## src/rtl/mem_access_sequencer.sv

```systemverilog
// mem_access_sequencer: multi-cycle LDR/STR sequencer with a request/ack
// memory handshake, a bounded wait and a one-cycle writeback select.
module mem_access_sequencer #(
  parameter int ADDR_W  = 32,
  parameter int DATA_W  = 32,
  parameter int TIMEOUT = 16
) (
  input  logic              Clk,
  input  logic              Rst_n,
  input  logic              Start,
  input  logic [3:0]        Opcode,
  input  logic [ADDR_W-1:0] Address,
  input  logic [DATA_W-1:0] Data,
  input  logic [DATA_W-1:0] Din,
  input  logic              MemAck,
  output logic              MemReq,
  output logic              RW,
  output logic [ADDR_W-1:0] AddressBus,
  output logic [DATA_W-1:0] Dout,
  output logic [DATA_W-1:0] LDRData,
  output logic              LDRSel,
  output logic              Busy,
  output logic              Done,
  output logic              Timeout
);

  localparam int CNT_W = (TIMEOUT > 1) ? $clog2(TIMEOUT) : 1;
  localparam logic [CNT_W-1:0] CNT_LAST = CNT_W'(TIMEOUT - 1);

  typedef enum logic [1:0] {
    S_IDLE = 2'd0,
    S_REQ  = 2'd1,
    S_DONE = 2'd2,
    S_ERR  = 2'd3
  } state_t;

  state_t            state_q, state_d;
  logic [CNT_W-1:0]  cnt_q, cnt_d;
  logic              is_ldr_q, is_ldr_d;
  logic [ADDR_W-1:0] abus_q, abus_d;
  logic [DATA_W-1:0] dout_q, dout_d;
  logic [DATA_W-1:0] ldr_data_q, ldr_data_d;
  logic              memreq_q, memreq_d;
  logic              rw_q, rw_d;
  logic              ldr_sel_q, ldr_sel_d;
  logic              done_q, done_d;
  logic              timeout_q, timeout_d;

  logic              op_ldr, op_str, accept;

  // Accept decode: only legal opcodes, only when the sequencer can take work
  always_comb begin
    op_ldr = (Opcode == 4'b1101);
    op_str = (Opcode == 4'b1110);
    accept = Start && (op_ldr || op_str) &&
             ((state_q == S_IDLE) || (state_q == S_DONE));
  end

  // Next-state, datapath latches and registered-output precompute
  always_comb begin
    state_d    = state_q;
    cnt_d      = cnt_q;
    is_ldr_d   = is_ldr_q;
    abus_d     = abus_q;
    dout_d     = dout_q;
    ldr_data_d = ldr_data_q;

    case (state_q)
      S_IDLE, S_DONE: begin
        if (accept) begin
          state_d  = S_REQ;
          cnt_d    = '0;
          is_ldr_d = op_ldr;
          abus_d   = Address;
          dout_d   = op_str ? Data : '0;
        end else begin
          state_d = S_IDLE;
        end
      end
      S_REQ: begin
        if (MemAck) begin
          state_d = S_DONE;
          if (is_ldr_q) ldr_data_d = Din;
        end else if (cnt_q == CNT_LAST) begin
          state_d = S_ERR;
        end else begin
          cnt_d = cnt_q + CNT_W'(1);
        end
      end
      S_ERR: begin
        state_d = S_IDLE;
      end
      default: begin
        state_d = S_IDLE;
      end
    endcase

    // Outputs are precomputed from the next state so they appear as flops
    memreq_d  = (state_d == S_REQ);
    rw_d      = !((state_d == S_REQ) && !is_ldr_d);
    done_d    = (state_d == S_DONE);
    ldr_sel_d = (state_d == S_DONE) && is_ldr_d;
    timeout_d = (state_d == S_ERR);
  end

  // State and output registers; async reset drops MemReq without a clock
  always_ff @(posedge Clk or negedge Rst_n) begin
    if (!Rst_n) begin
      state_q    <= S_IDLE;
      cnt_q      <= '0;
      is_ldr_q   <= 1'b1;
      abus_q     <= '0;
      dout_q     <= '0;
      ldr_data_q <= '0;
      memreq_q   <= 1'b0;
      rw_q       <= 1'b1;
      ldr_sel_q  <= 1'b0;
      done_q     <= 1'b0;
      timeout_q  <= 1'b0;
    end else begin
      state_q    <= state_d;
      cnt_q      <= cnt_d;
      is_ldr_q   <= is_ldr_d;
      abus_q     <= abus_d;
      dout_q     <= dout_d;
      ldr_data_q <= ldr_data_d;
      memreq_q   <= memreq_d;
      rw_q       <= rw_d;
      ldr_sel_q  <= ldr_sel_d;
      done_q     <= done_d;
      timeout_q  <= timeout_d;
    end
  end

  // Output mapping; Busy carries the combinational accept term
  always_comb begin
    MemReq     = memreq_q;
    RW         = rw_q;
    AddressBus = abus_q;
    Dout       = dout_q;
    LDRData    = ldr_data_q;
    LDRSel     = ldr_sel_q;
    Done       = done_q;
    Timeout    = timeout_q;
    Busy       = (state_q == S_REQ) || (state_q == S_ERR) || accept;
  end

endmodule
```

## config.mk

```make
export PLATFORM = sky130hd
export DESIGN_NAME = mem_access_sequencer
export DESIGN_NICKNAME = d
export VERILOG_FILES = /design/src/rtl/mem_access_sequencer.sv
export SDC_FILE = /design/constraint.sdc
export NUM_CORES = 1
export LEC_CHECK = 0
export CORE_MARGIN = 4
export CORE_UTILIZATION = 30
export CTS_CLUSTER_SIZE = 14
export DETAILED_ROUTE_END_ITERATION = 7
export PLACE_DENSITY = 0.61
export SLEW_MARGIN = 10
export SYNTH_ARGS = -nofsm -noshare
export SYNTH_HDL_FRONTEND = slang
export SYNTH_SLANG_ARGS = --single-unit
export TNS_END_PERCENT = 1
```

## constraint.sdc

```tcl
create_clock -name Clk -period 1.9 [get_ports Clk]
set_input_delay 0.19 -clock Clk [delete_from_list [all_inputs] [get_ports Clk]]
set_output_delay 0.19 -clock Clk [all_outputs]
set_load 0.005 [all_outputs]
```

==> results of run 1 <==
[worst max-delay path: stages (launching register included)]
cell and delay [ns]:
dfrtp_1 0.45, ha_1 0.27, and3_4 0.20, o21ai_0 0.20, inv_1 0.11, a221o_1 0.36
[cell usage in the layout (no fill, tap or decap), types with 2 or more instances in the layout]
cell	instances
a21oi_1	3
and2_1	2
and4b_2	2
buf_12	4
buf_4	13
clkbuf_16	9
clkbuf_8	5
clkdlybuf4s50_1	200
dfrtp_1	106
dfstp_2	2
dlymetal6s2s_1	3
inv_1	3
mux2_2	64
nand2_1	35
nand3_1	2
nor3_1	4
o211ai_1	2
o21ai_0	39
o21ai_1	27
[layout make-up]
cell class	instances	area (µm²)	share of cell area, %
Tap cell	180	225	3.24
Timing Repair Buffer	222	2240	32.1
Multi-Input combinational cell	196	1440	20.7
Antenna cell	1	2.50	0.0360
Clock buffer	14	294	4.23
Sequential cell	108	2710	38.9
Inverter	3	11.3	0.162
Clock inverter	2	38.8	0.558
[worst max path at each step]
stage                to      start
2_1_floorplan  cnt_q[0]   cnt_q[0]
3_3_place_gp       Busy  Opcode[3]
3_5_place_dp       Busy  Opcode[2]
4_1_cts            Busy  Opcode[3]
5_1_grt        cnt_q[0]   cnt_q[0]
6_report       cnt_q[0]   cnt_q[0]
[Yosys cell counts (2+ instances only)]
cell	count	area share, %
mux2_2	64	17
nand2_1	35	3.1
inv_1	3	0.26
dfstp_2	2	1.2
and2_1	2	0.29
o21ai_0	39	4.5
nor3_1	4	0.47
nand3_1	2	0.23
dfrtp_1	106	62
buf_2	7	0.81
o21ai_1	27	3.1
and4b_2	2	0.52
a21oi_1	3	0.35
o211ai_1	2	0.35
buf_6	7	1.8
clkbuf_1	7	0.61
[stage by stage]
step / instances / setup slack, ns / total power, mW
floorplan: 328 / 0.225 / 3.27
global placement: 708 / 0.00209 / 4.26
detailed placement: 708 / 0.0168 / 4.30
CTS: 725 / 0.00969 / 6.34
global route: 726 / 0.132 / 6.55
finish: 726 / 0.190 / 6.23
[power breakdown]
group          internal [mW]  switching [mW]
clock network           1.20           0.797
registers               2.63           0.188
logic                  0.971           0.431
[flip-flops by register name, summed over array words and instances (netlist names)]
name,cells
is_ldr_q,1
state_q,2
LDRSel,1
cnt_q,4
LDRData,32
Timeout,1
RW,1
Done,1
AddressBus,32
MemReq,1
Dout,32
[timing repair]
| action | in CTS | in global routing |
|---|---|---|
| endpoints found under the setup margin | 1 | 1 |
| hold endpoints to repair | 36 | 0 |
| resized for setup | 1 | 3 |
| buffers inserted | 0 | 0 |
| hold buffers | 1 | 0 |
[cells by family after synthesis]
logic type               synth area share (%)
AO/OA/AOI/OAI                            9.20
AND/OR/NAND/NOR                          6.67
adder cells (fa/ha/maj)                 0.291
XOR/XNOR                                0.378
flip-flops                               62.9
multiplexers                             17.0
buffers and inverters                    3.52
[metal layers]
layer	routed length [µm]	up-vias	track usage (%)
li1	-	1572	-
met1	4950	1651	18.5
met2	6220	109	25.4
met3	685	18	3.58
met4	242	0	6.05
met5	0	-	0
==> results by group, run 1 <==
Place
  – I/O Buffers: 205
  – Placement Cell Area: 6600 µm²
  – HPWL after DPL: 9130 µm
  – Gp weighted congestion: 0.749

Route
  – DRT antenna net count: 0
  – WL final: 12100 µm
  – Vias per cell: 4.61
  – Vias: 3350
  – First DRT Iteration DRCs: 99
  – # DRC: 0
  – Post-DR wirelength/cell: 16.7 µm
  – Pre-antenna DRT Iters: 4

STA
  – Max transition margin: 62.3%
  – Final Skew: 0.00492 ns
  – Slew Viols, Final: 0
  – Min Hold Slack: 0.383 ns
  – Final min period: 1.71 ns
  – FMAX: 585 MHz
  – Unrepaired setup endpoints after global routing: no
  – Endpoints failing setup: 0
  – Final hold viol count: 0
  – Worst slew pin tran: 0.566 ns
  – Setup TNS: 0 ns
  – Final period util: 90.0%

Clock tree
  – Clock Sink Count: 108
  – Worst skew pair latency: 0.34 ns
  – Clock Tree Root: clkbuf_16
  – TritonCTS clock tree: yes
  – Max H-tree Level: 3
  – Worst-path clk slew: 0.07 ns
  – Clk buf depth: 2
  – CTS buffer count: 9

Floorplanning
  – Top Ports: 206
  – Die Height: 128 µm
  – Starting Density: 30.9%
  – Chip Width: 128 µm
  – Rows: 43
  – Core area: 13900 µm²
  – Die area: 16300 µm²

Worst setup path
  – CP Data Required Time: 2.12 ns
  – R2r setup slk: 0.19 ns
  – Kind of critical path: flop to flop
  – Worst r2r path cells: 5
  – CP Launch Type: flop
  – Maximum fanout along the worst path: 6
  – R2r startpoint: cnt_q[0]
  – Worst Setup End Kind: flop
  – CP arrival: 1.93 ns
  – FF-to-FF End: cnt_q[0]

Synth
  – Synth Instances: 328
  – Cell area after synthesis: 4300 µm²
  – Cell variety after synth: 32
  – FFs w/ async S/R, synth: 100%
  – Post-synth top flop: dfrtp_1
  – Number of synthesized flops with an enable pin: 0
  – Post-Synthesis Net Count: 433
  – Avg Cell Area, Syn: 13.1 µm²
  – Yosys Warn Count: 0
  – Seq/Total Area, Yosys: 62.9%
  – Yosys reg bits: 108

Status
  – Status: completed

Power and ir drop
  – PwrDens: 895 nW/µm²
  – Peak supply drop: 0.000466 V
  – P_leak: 2.99 nW

Finish
  – Area grow syn2layout: 61.8%
  – Fill cells: 1238
  – Fin nets: 645
  – Share of layout cells above drive strength 1: 19.3%
  – Layout Utilization: 49.9%
  – Final Instance Area: 6960 µm²

Global routing
  – GRT overflow: 0
  – Initial antenna violation count: 1
  – Vias in the first global route: 3715
  – All-Layer GR Usage: 15.0%
  – Global-route wire length before repair: 19300 µm
  – Largest net degree at the start of global routing: 43

Job
  – Max-cap viol count: 0

Min path
  – Tightest Hold Check Type: input pin to async pin
Power figures use the tool's default switching activity.
==> run 2: changes to the inputs <==
--- a/config.mk
+++ b/config.mk
@@ -5,7 +5,7 @@
 export SDC_FILE = /design/constraint.sdc
 export NUM_CORES = 1
 export LEC_CHECK = 0
-export CORE_MARGIN = 4
+export CORE_MARGIN = 5
 export CORE_UTILIZATION = 30
 export CTS_CLUSTER_SIZE = 14
 export DETAILED_ROUTE_END_ITERATION = 7
==> results by group, run 2 (same netlist as run 1, synthesis figures left out) <==
Status
  – Status: completed

Route
  – Pre-antenna DRT Iters: 4 (unchanged)
  – First DRT Iteration DRCs: 120 (+21%)
  – Vias: 3324 (-0.78%)
  – Highest routed metal layer: met4
  – # DRC: 0 (unchanged)
  – Met3 wire len: 769 µm (+12%)
  – DRT met1 WL: 4910 µm (-0.79%)
  – WL final: 12100 µm (about the same)
  – DRT antenna net count: 0 (unchanged)
  – Vias per cell: 4.59 (-0.50%)
  – Post-DR wirelength/cell: 16.7 µm (+0.38%)
  – Met2 WL post-DR: 6110 µm (-1.7%)

Global routing
  – Global-route wire length before repair: 19300 µm (-0.43%)
  – All-Layer GR Usage: 14.6% (-0.43 points)
  – Initial antenna violation count: 0 (-1)
  – Largest net degree at the start of global routing: 51 (+19%)
  – Vias in the first global route: 3578 (-3.7%)
  – GRT overflow: 0 (unchanged)

STA
  – Worst slew pin tran: 0.533 ns (-0.0324 ns)
  – Final setup margin: 0.204 ns (+0.0139 ns)
  – Final period util: 89.3% (-0.73 points)
  – Endpoints failing setup: 0 (unchanged)
  – Unrepaired setup endpoints after global routing: no
  – Slew Viols, Final: 0 (unchanged)
  – Final min period: 1.70 ns (-0.0139 ns)
  – Max transition margin: 64.5% (+2.2 points)
  – Min Hold Slack: 0.370 ns (-0.0130 ns)
  – Final Skew: 0.00593 ns (+0.00102 ns)
  – FMAX: 590 MHz (+0.82%)
  – Setup TNS: 0 ns (unchanged)
  – Final hold viol count: 0 (unchanged)

Power and ir drop
  – Clock power share: 27.8% (-4.3 points)
  – PwrDens: 852 nW/µm² (-4.8%)
  – Net Switching: 1.39 mW (-2.2%)
  – Reg power frac: 48.2% (+2.9 points)
  – Peak supply drop: 0.000377 V (-19%)
  – Comb pwr share: 24.0% (+1.5 points)
  – P_leak: 2.95 nW (-1.4%)
  – Sw frac: 23.6% (+0.89 points)
  – Pint: 4.47 mW (-7.0%)

Worst setup path
  – CP arrival: 1.92 ns (about the same)
  – Maximum fanout along the worst path: 6 (unchanged)
  – Kind of critical path: flop to flop
  – R2r setup slk: 0.20 ns (about the same)
  – R2r startpoint: cnt_q[0]
  – Crit path launch: cnt_q[0]
  – CP Data Required Time: 2.12 ns (about the same)
  – FF-to-FF End: cnt_q[0]
  – CP Capture Point: cnt_q[0]
  – Worst Setup End Kind: flop
  – CP Launch Type: flop
  – Worst r2r path cells: 5 (unchanged)

Finish
  – Share of layout cells above drive strength 1: 18.8% (-0.52 points)
  – Ant. Diodes: 0 (-1)
  – Commonest non-fill, non-tap cell in the layout: clkdlybuf4s50_1
  – Final Instance Area: 6870 µm² (-1.2%)
  – Non-Filler Instances: 724 (-0.28%)
  – Fin nets: 647 (+0.31%)
  – Most frequent cells in the layout: clkdlybuf4s50_1 (200), dfrtp_1 (106), mux2_2 (64)
  – Area grow syn2layout: 59.9%

Place
  – I/O Buffers: 205 (unchanged)
  – Gp weighted congestion: 0.775 (+3.5%)
  – Placed Cells: 710 (+0.28%)
  – HPWL after DPL: 9390 µm (+2.8%)
  – Setup WS pre-CTS: 0.0456 ns (+0.0288 ns)
  – Placement Cell Area: 6610 µm² (about the same)

Min path
  – Tightest Hold Check Type: input pin to flop
  – Hold Path Origin: Opcode[3]

Floorplanning
  – Core area: 14000 µm² (+0.39%)
  – Rows: 43 (unchanged)
  – Top Ports: 206 (unchanged)
  – Die Height: 130 µm (+1.6%)
  – Chip Width: 130 µm (+1.6%)
  – Starting Density: 30.7% (-0.12 points)
  – Die area: 16800 µm² (+3.2%)

Clock tree
  – Clk buf depth: 2 (unchanged)
  – Worst skew pair latency: 0.34 ns (about the same)
  – Clock Tree Root: clkbuf_16
  – CTS buffer count: 9 (unchanged)
  – Clock Sink Count: 108 (unchanged)
  – Max H-tree Level: 3 (unchanged)
  – TritonCTS clock tree: yes
  – Worst-path clk slew: 0.07 ns (about the same)

Job
  – Max-cap viol count: 0 (unchanged)
run 2: final cells by class:
type                       instances  area, µm²
clock buffer                      11        233
fill                            1248       7110
multi-input combinational        196       1440
sequential                       108       2710
clock inverter                     2       15.0
tap                              180        225
inverter                           3       11.3
timing repair buffer             224       2240
run 2: per-stage QoR:
stage / utilization, % / total power [mW]
final: 49.1 / 5.86
after global routing: 49.1 / 6.19
after CTS: 49.1 / 5.98
after detailed placement: 47.2 / 4.31
after global placement: 47.2 / 4.26
after floorplan: - / 3.27
run 2: worst min-delay path by stage:
stage	end	slack, ns	cells after the start
2_1_floorplan	AddressBus[0]	-0.11	0
3_5_place_dp	Dout[14]	0.21	1
3_3_place_gp	Dout[15]	0.20	1
5_1_grt	Dout[0]	0.37	3
6_report	Dout[12]	0.37	4
4_1_cts	Dout[18]	0.37	3
run 2: routing by layer:
metal  vias to the layer above  global-route usage (%)
met3                        20                    2.87
met5                         -                       0
met1                      1616                    17.6
li1                       1570                       -
met4                         0                    6.66
met2                       118                    25.1
run 2: timing repair:
action,in CTS,in global routing
buffers inserted,0,0
hold buffers,1,0
setup endpoints to repair,0,1
gates resized for setup,0,4
hold endpoints to repair,36,0
run 2: critical path: stages, from the launching register on:
cell	delay, ns
dfrtp_1	0.44
ha_1	0.27
and3_4	0.20
o21ai_0	0.20
inv_1	0.11
a221o_1	0.35
run 2: power by group through the flow:
stage	clock, mW	combinational (mW)	sequential, mW
after floorplan	0	0.392	2.87
after global placement	0	1.41	2.86
after detailed placement	0	1.43	2.87
after CTS	1.71	1.44	2.83
after global routing	1.79	1.53	2.87
final	1.63	1.40	2.83
==> run 3: changes to the inputs <==
--- a/config.mk
+++ b/config.mk
@@ -6,10 +6,10 @@
 export NUM_CORES = 1
 export LEC_CHECK = 0
 export CORE_MARGIN = 5
-export CORE_UTILIZATION = 30
+export CORE_UTILIZATION = 40
 export CTS_CLUSTER_SIZE = 14
 export DETAILED_ROUTE_END_ITERATION = 7
-export PLACE_DENSITY = 0.61
+export PLACE_DENSITY = 0.78
 export SLEW_MARGIN = 10
 export SYNTH_ARGS = -nofsm -noshare
 export SYNTH_HDL_FRONTEND = slang
==> results by group, run 3 (same netlist as run 1, synthesis figures left out) <==
Status
  – Status: completed

Route
  – WL final: 11900 µm (-1.9%)
  – Vias per cell: 4.93 (+7.4%)
  – First DRT Iteration DRCs: 116 (-3.3%)
  – Post-DR wirelength/cell: 17.5 µm (+4.4%)
  – # DRC: 0 (unchanged)
  – Vias: 3353 (+0.87%)
  – DRT antenna net count: 0 (unchanged)
  – Pre-antenna DRT Iters: 4 (unchanged)

Finish
  – Non-Filler Instances: 680 (-6.1%)
  – Commonest non-fill, non-tap cell in the layout: clkdlybuf4s50_1
  – Share of layout cells above drive strength 1: 19.1% (+0.37 points)
  – Fin nets: 644 (-0.46%)
  – Fill cells: 814 (-35%)
  – Most frequent cells in the layout: clkdlybuf4s50_1 (200), dfrtp_1 (106), mux2_2 (64)
  – Footprint of the multi-input gates: 1440 µm² (unchanged)
  – Register Area: 2710 µm² (unchanged)
  – Ant. Diodes: 0 (unchanged)
  – Area grow syn2layout: 57.2%

Worst setup path
  – CP Launch Type: flop
  – Worst r2r path cells: 5 (unchanged)
  – FF-to-FF End: cnt_q[0]
  – R2r startpoint: cnt_q[0]
  – Kind of critical path: flop to flop
  – R2r setup slk: 0.10 ns (-0.10 ns)
  – CP arrival: 2.04 ns (+0.12 ns)
  – Worst Setup End Kind: flop
  – Maximum fanout along the worst path: 6 (unchanged)
  – CP Data Required Time: 2.15 ns (+0.03 ns)

Clock tree
  – Max H-tree Level: 3 (unchanged)
  – Clock Tree Root: clkbuf_8
  – Worst-path clk slew: 0.11 ns (+0.04 ns)
  – CTS buffer count: 9 (unchanged)
  – Clk buf depth: 2 (unchanged)
  – # Post-CTS Setup Buffers: 0 (unchanged)
  – Clock Sink Count: 108 (unchanged)
  – Worst skew pair latency: 0.36 ns (+0.02 ns)
  – TritonCTS clock tree: yes

Floorplanning
  – Starting Density: 41.3% (+11 points)
  – Rows: 37 (-14%)
  – Die area: 12900 µm² (-23%)
  – Top Ports: 206 (unchanged)
  – Die Height: 114 µm (-12%)
  – Core area: 10400 µm² (-26%)
  – Chip Width: 114 µm (-12%)

STA
  – Worst slew pin tran: 0.409 ns (-0.125 ns)
  – Final Skew: 0.0142 ns (+0.00825 ns)
  – Unrepaired setup endpoints after global routing: no
  – Min Hold Slack: 0.313 ns (-0.0573 ns)
  – Endpoints failing setup: 0 (unchanged)
  – Max transition margin: 72.7% (+8.2 points)
  – Final period util: 94.6% (+5.3 points)
  – Final hold viol count: 0 (unchanged)
  – FMAX: 556 MHz (-5.6%)
  – Final min period: 1.80 ns (+0.101 ns)
  – Slew Viols, Final: 0 (unchanged)
  – Setup TNS: 0 ns (unchanged)

Job
  – Max-cap viol count: 0 (unchanged)

Power and ir drop
  – Peak supply drop: 0.000387 V (+2.7%)
  – P_leak: 2.92 nW (-0.76%)
  – PwrDens: 828 nW/µm² (-2.8%)

Place
  – Placed Cells: 663 (-6.6%)
  – Gp weighted congestion: 0.790 (+1.9%)
  – HPWL after DPL: 9170 µm (-2.3%)
  – I/O Buffers: 205 (unchanged)

Global routing
  – Largest net degree at the start of global routing: 48 (-5.9%)
  – GRT overflow: 0 (unchanged)
  – All-Layer GR Usage: 18.3% (+3.7 points)
  – Vias in the first global route: 3570 (-0.22%)
  – Initial antenna violation count: 0 (unchanged)
  – Global-route wire length before repair: 18700 µm (-2.7%)

Min path
  – Tightest Hold Check Type: input pin to async pin
==> run 3: metrics by stage <==
| step | power, mW | cell area [µm²] | util [%] | setup slack, ns |
|---|---|---|---|---|
| final | 5.60 | 6760 | 64.9 | 0.103 |
| after global routing | 5.91 | 6760 | 64.9 | 0.00714 |
| after CTS | 5.67 | 6750 | 64.8 | 0.00326 |
| after detailed placement | 4.31 | 6540 | 62.8 | 0.0236 |
| after global placement | 4.24 | 6540 | 62.8 | 0.00201 |
| after floorplan | 3.27 | 4300 | - | 0.225 |
==> run 3: cell type report <==
class | instances | share of cell area, %
Timing Repair Buffer | 221 | 33.0
Clock buffer | 11 | 2.24
Inverter | 3 | 0.167
Multi-Input combinational cell | 196 | 21.3
Tap cell | 136 | 2.52
Sequential cell | 108 | 40.0
Clock inverter | 5 | 0.667
==> run 3: layer usage <==
metal / global-route usage [%] / up-vias / wire length, µm
li1: - / 1568 / -
met1: 22.1 / 1618 / 4630
met2: 31.2 / 140 / 5980
met3: 5.31 / 27 / 878
met4: 6.25 / 0 / 397
met5: 0 / - / 0
==> run 3: power by group <==
group / internal (mW) / total [mW] / switching [mW]
sequential: 2.63 / 2.83 / 0.198
clock: 0.566 / 1.36 / 0.798
combinational: 0.970 / 1.40 / 0.433
==> run 3: worst max-delay path by stage <==
stage	cells past startpoint	endpoint	startpoint
3_5_place_dp	5	Busy	Opcode[3]
2_1_floorplan	5	cnt_q[0]	cnt_q[0]
6_report	5	cnt_q[0]	cnt_q[0]
4_1_cts	5	Busy	Opcode[3]
5_1_grt	5	cnt_q[0]	cnt_q[0]
3_3_place_gp	5	Busy	Opcode[3]
==> run 3: repair_timing <==
item,4_1_cts,5_1_grt
setup endpoints to repair,0,1
hold buffers,1,0
resized for setup,0,4
endpoints found under the hold margin,24,0
==> run 3: critical path, stage by stage, from the launching register on <==
cell and delay [ns]:
dfrtp_1 0.47, ha_1 0.28, and3_4 0.20, o21ai_0 0.25
inv_1 0.13, a221o_1 0.36
==> RTL change: new RTL, flow settings as in run 2 <==
Register the output `Timeout`; this adds one clock of latency there. The other outputs are not delayed to match.
--- a/src/rtl/mem_access_sequencer.sv
+++ b/src/rtl/mem_access_sequencer.sv
@@ -35,2 +35,4 @@
   } state_t;
+
+  logic Timeout_d;
 
@@ -143,3 +145,3 @@
     Done       = done_q;
-    Timeout    = timeout_q;
+    Timeout_d  = timeout_q;
     Busy       = (state_q == S_REQ) || (state_q == S_ERR) || accept;
@@ -147,2 +149,6 @@
 
+  always_ff @(posedge Clk) begin
+    Timeout <= Timeout_d;
+  end
+
 endmodule
Formal check against the unedited RTL: same outputs for any inputs over 10 cycles, from zero or initial values and one cycle with Rst_n low; that may be too few to reach the edited logic, so the function may still have changed.
==> RTL change against run 2 <==
  * Clock power grew 9.8%
  * Fmax shrank 0.17%
  * Utilization grew 0.44 points
  * Sequential cell count grew 1
  * Via count shrank 0.93%
  * Cell area grew 0.89%
  * Die area grew 0.43%
  * Wire length shrank 1.9%
  * Setup slack lost 0.0029 ns
  * Sequential share of layout area shrank 0.059 points
  * Total power grew 2.8%
  * Area after synthesis grew 0.47%
  * Sequential power is essentially flat
  * Largest cell class unchanged
  * Highest routed layer unchanged
==> RTL change: results (changes against run 2) <==
Placed Cells=712 (+0.28%); hold depth=0 (-4); vias in the first global route=3446 (-3.7%); Synth area leaders=dfrtp_1, mux2_2, o21ai_0; fin nets=649 (+0.31%); Post-Place Worst Slack=-0.105 ns (-0.151 ns); Yosys cell types=33 (+3.1%); sequential area share after synthesis=63.1% (+0.17 points); cell area after placement=6630 um2 (+0.42%); gr usage total=14.0% (-0.59 points); final WL=11900 um (-1.9%); largest net degree at the start of global routing=45 (-12%); Synth Area in Adders=0.290% (-0.0013 points); met1 track demand over resource=17.2% (-0.42 points); Synth Area in Compound Gates=9.15% (-0.043 points); met2 Track Usage GR=23.7% (-1.5 points); mux contribution to synthesized area=16.9% (-0.079 points); hpwl dp=9050 um (-3.6%); Synth Net Count=434 (+0.23%); Slew Limit Headroom=63.1% (-1.4 points); DR vias/cell=4.52 (-1.6%); Async S/R FF share, synth=99.1% (-0.92 points); routability cong.=0.787 (+1.6%); WHS Endpoint=Timeout; Final Cell Area=6940 um2 (+0.89%); metal2 WL=5910 um (-3.3%); Routed met1 length=4940 um (+0.49%); post-route setup slack=0.201 ns (-0.00292 ns); status=finished clean; worst hold-check path type=reg2reg; DRT iter0 DRCs=117 (-2.5%); DR vias=3293 (-0.93%); Post-Synth XOR/XNOR Area=0.377% (-0.0018 points); share of layout cells above drive strength 1=19.3% (+0.56 points); Clk network pwr share=29.6% (+1.8 points); Hold Startpoint=Timeout_d; internal power=4.63 mW (+3.4%)
-- RTL change: changes by cell type after synthesis, sizes merged --
cell / change
dfxtp: +1
-- RTL change: final cells by class --
| type | instances | area share [%] |
|---|---|---|
| clock buffers | 15 | 4.01 |
| well taps | 180 | 3.25 |
| multi-input cells | 196 | 20.9 |
| clock inverters | 1 | 0.108 |
| inverters | 3 | 0.162 |
| repair buffers | 225 | 32.3 |
| flip-flops and latches | 109 | 39.3 |
-- RTL change: stage by stage --
| step | power (mW) | setup TNS (ns) |
|---|---|---|
| 2_1_floorplan | 3.29 | 0 |
| 3_3_place_gp | 4.28 | -0.0970 |
| 3_5_place_dp | 4.31 | -0.105 |
| 4_1_cts | 6.15 | 0 |
| 5_1_grt | 6.36 | 0 |
| 6_report | 6.02 | 0 |
-- RTL change: timing repair --
action	CTS	global route
hold endpoints to repair	36	0
gates resized for setup	2	1
endpoints found under the setup margin	1	1
hold buffers	1	0
setup buffers	0	0
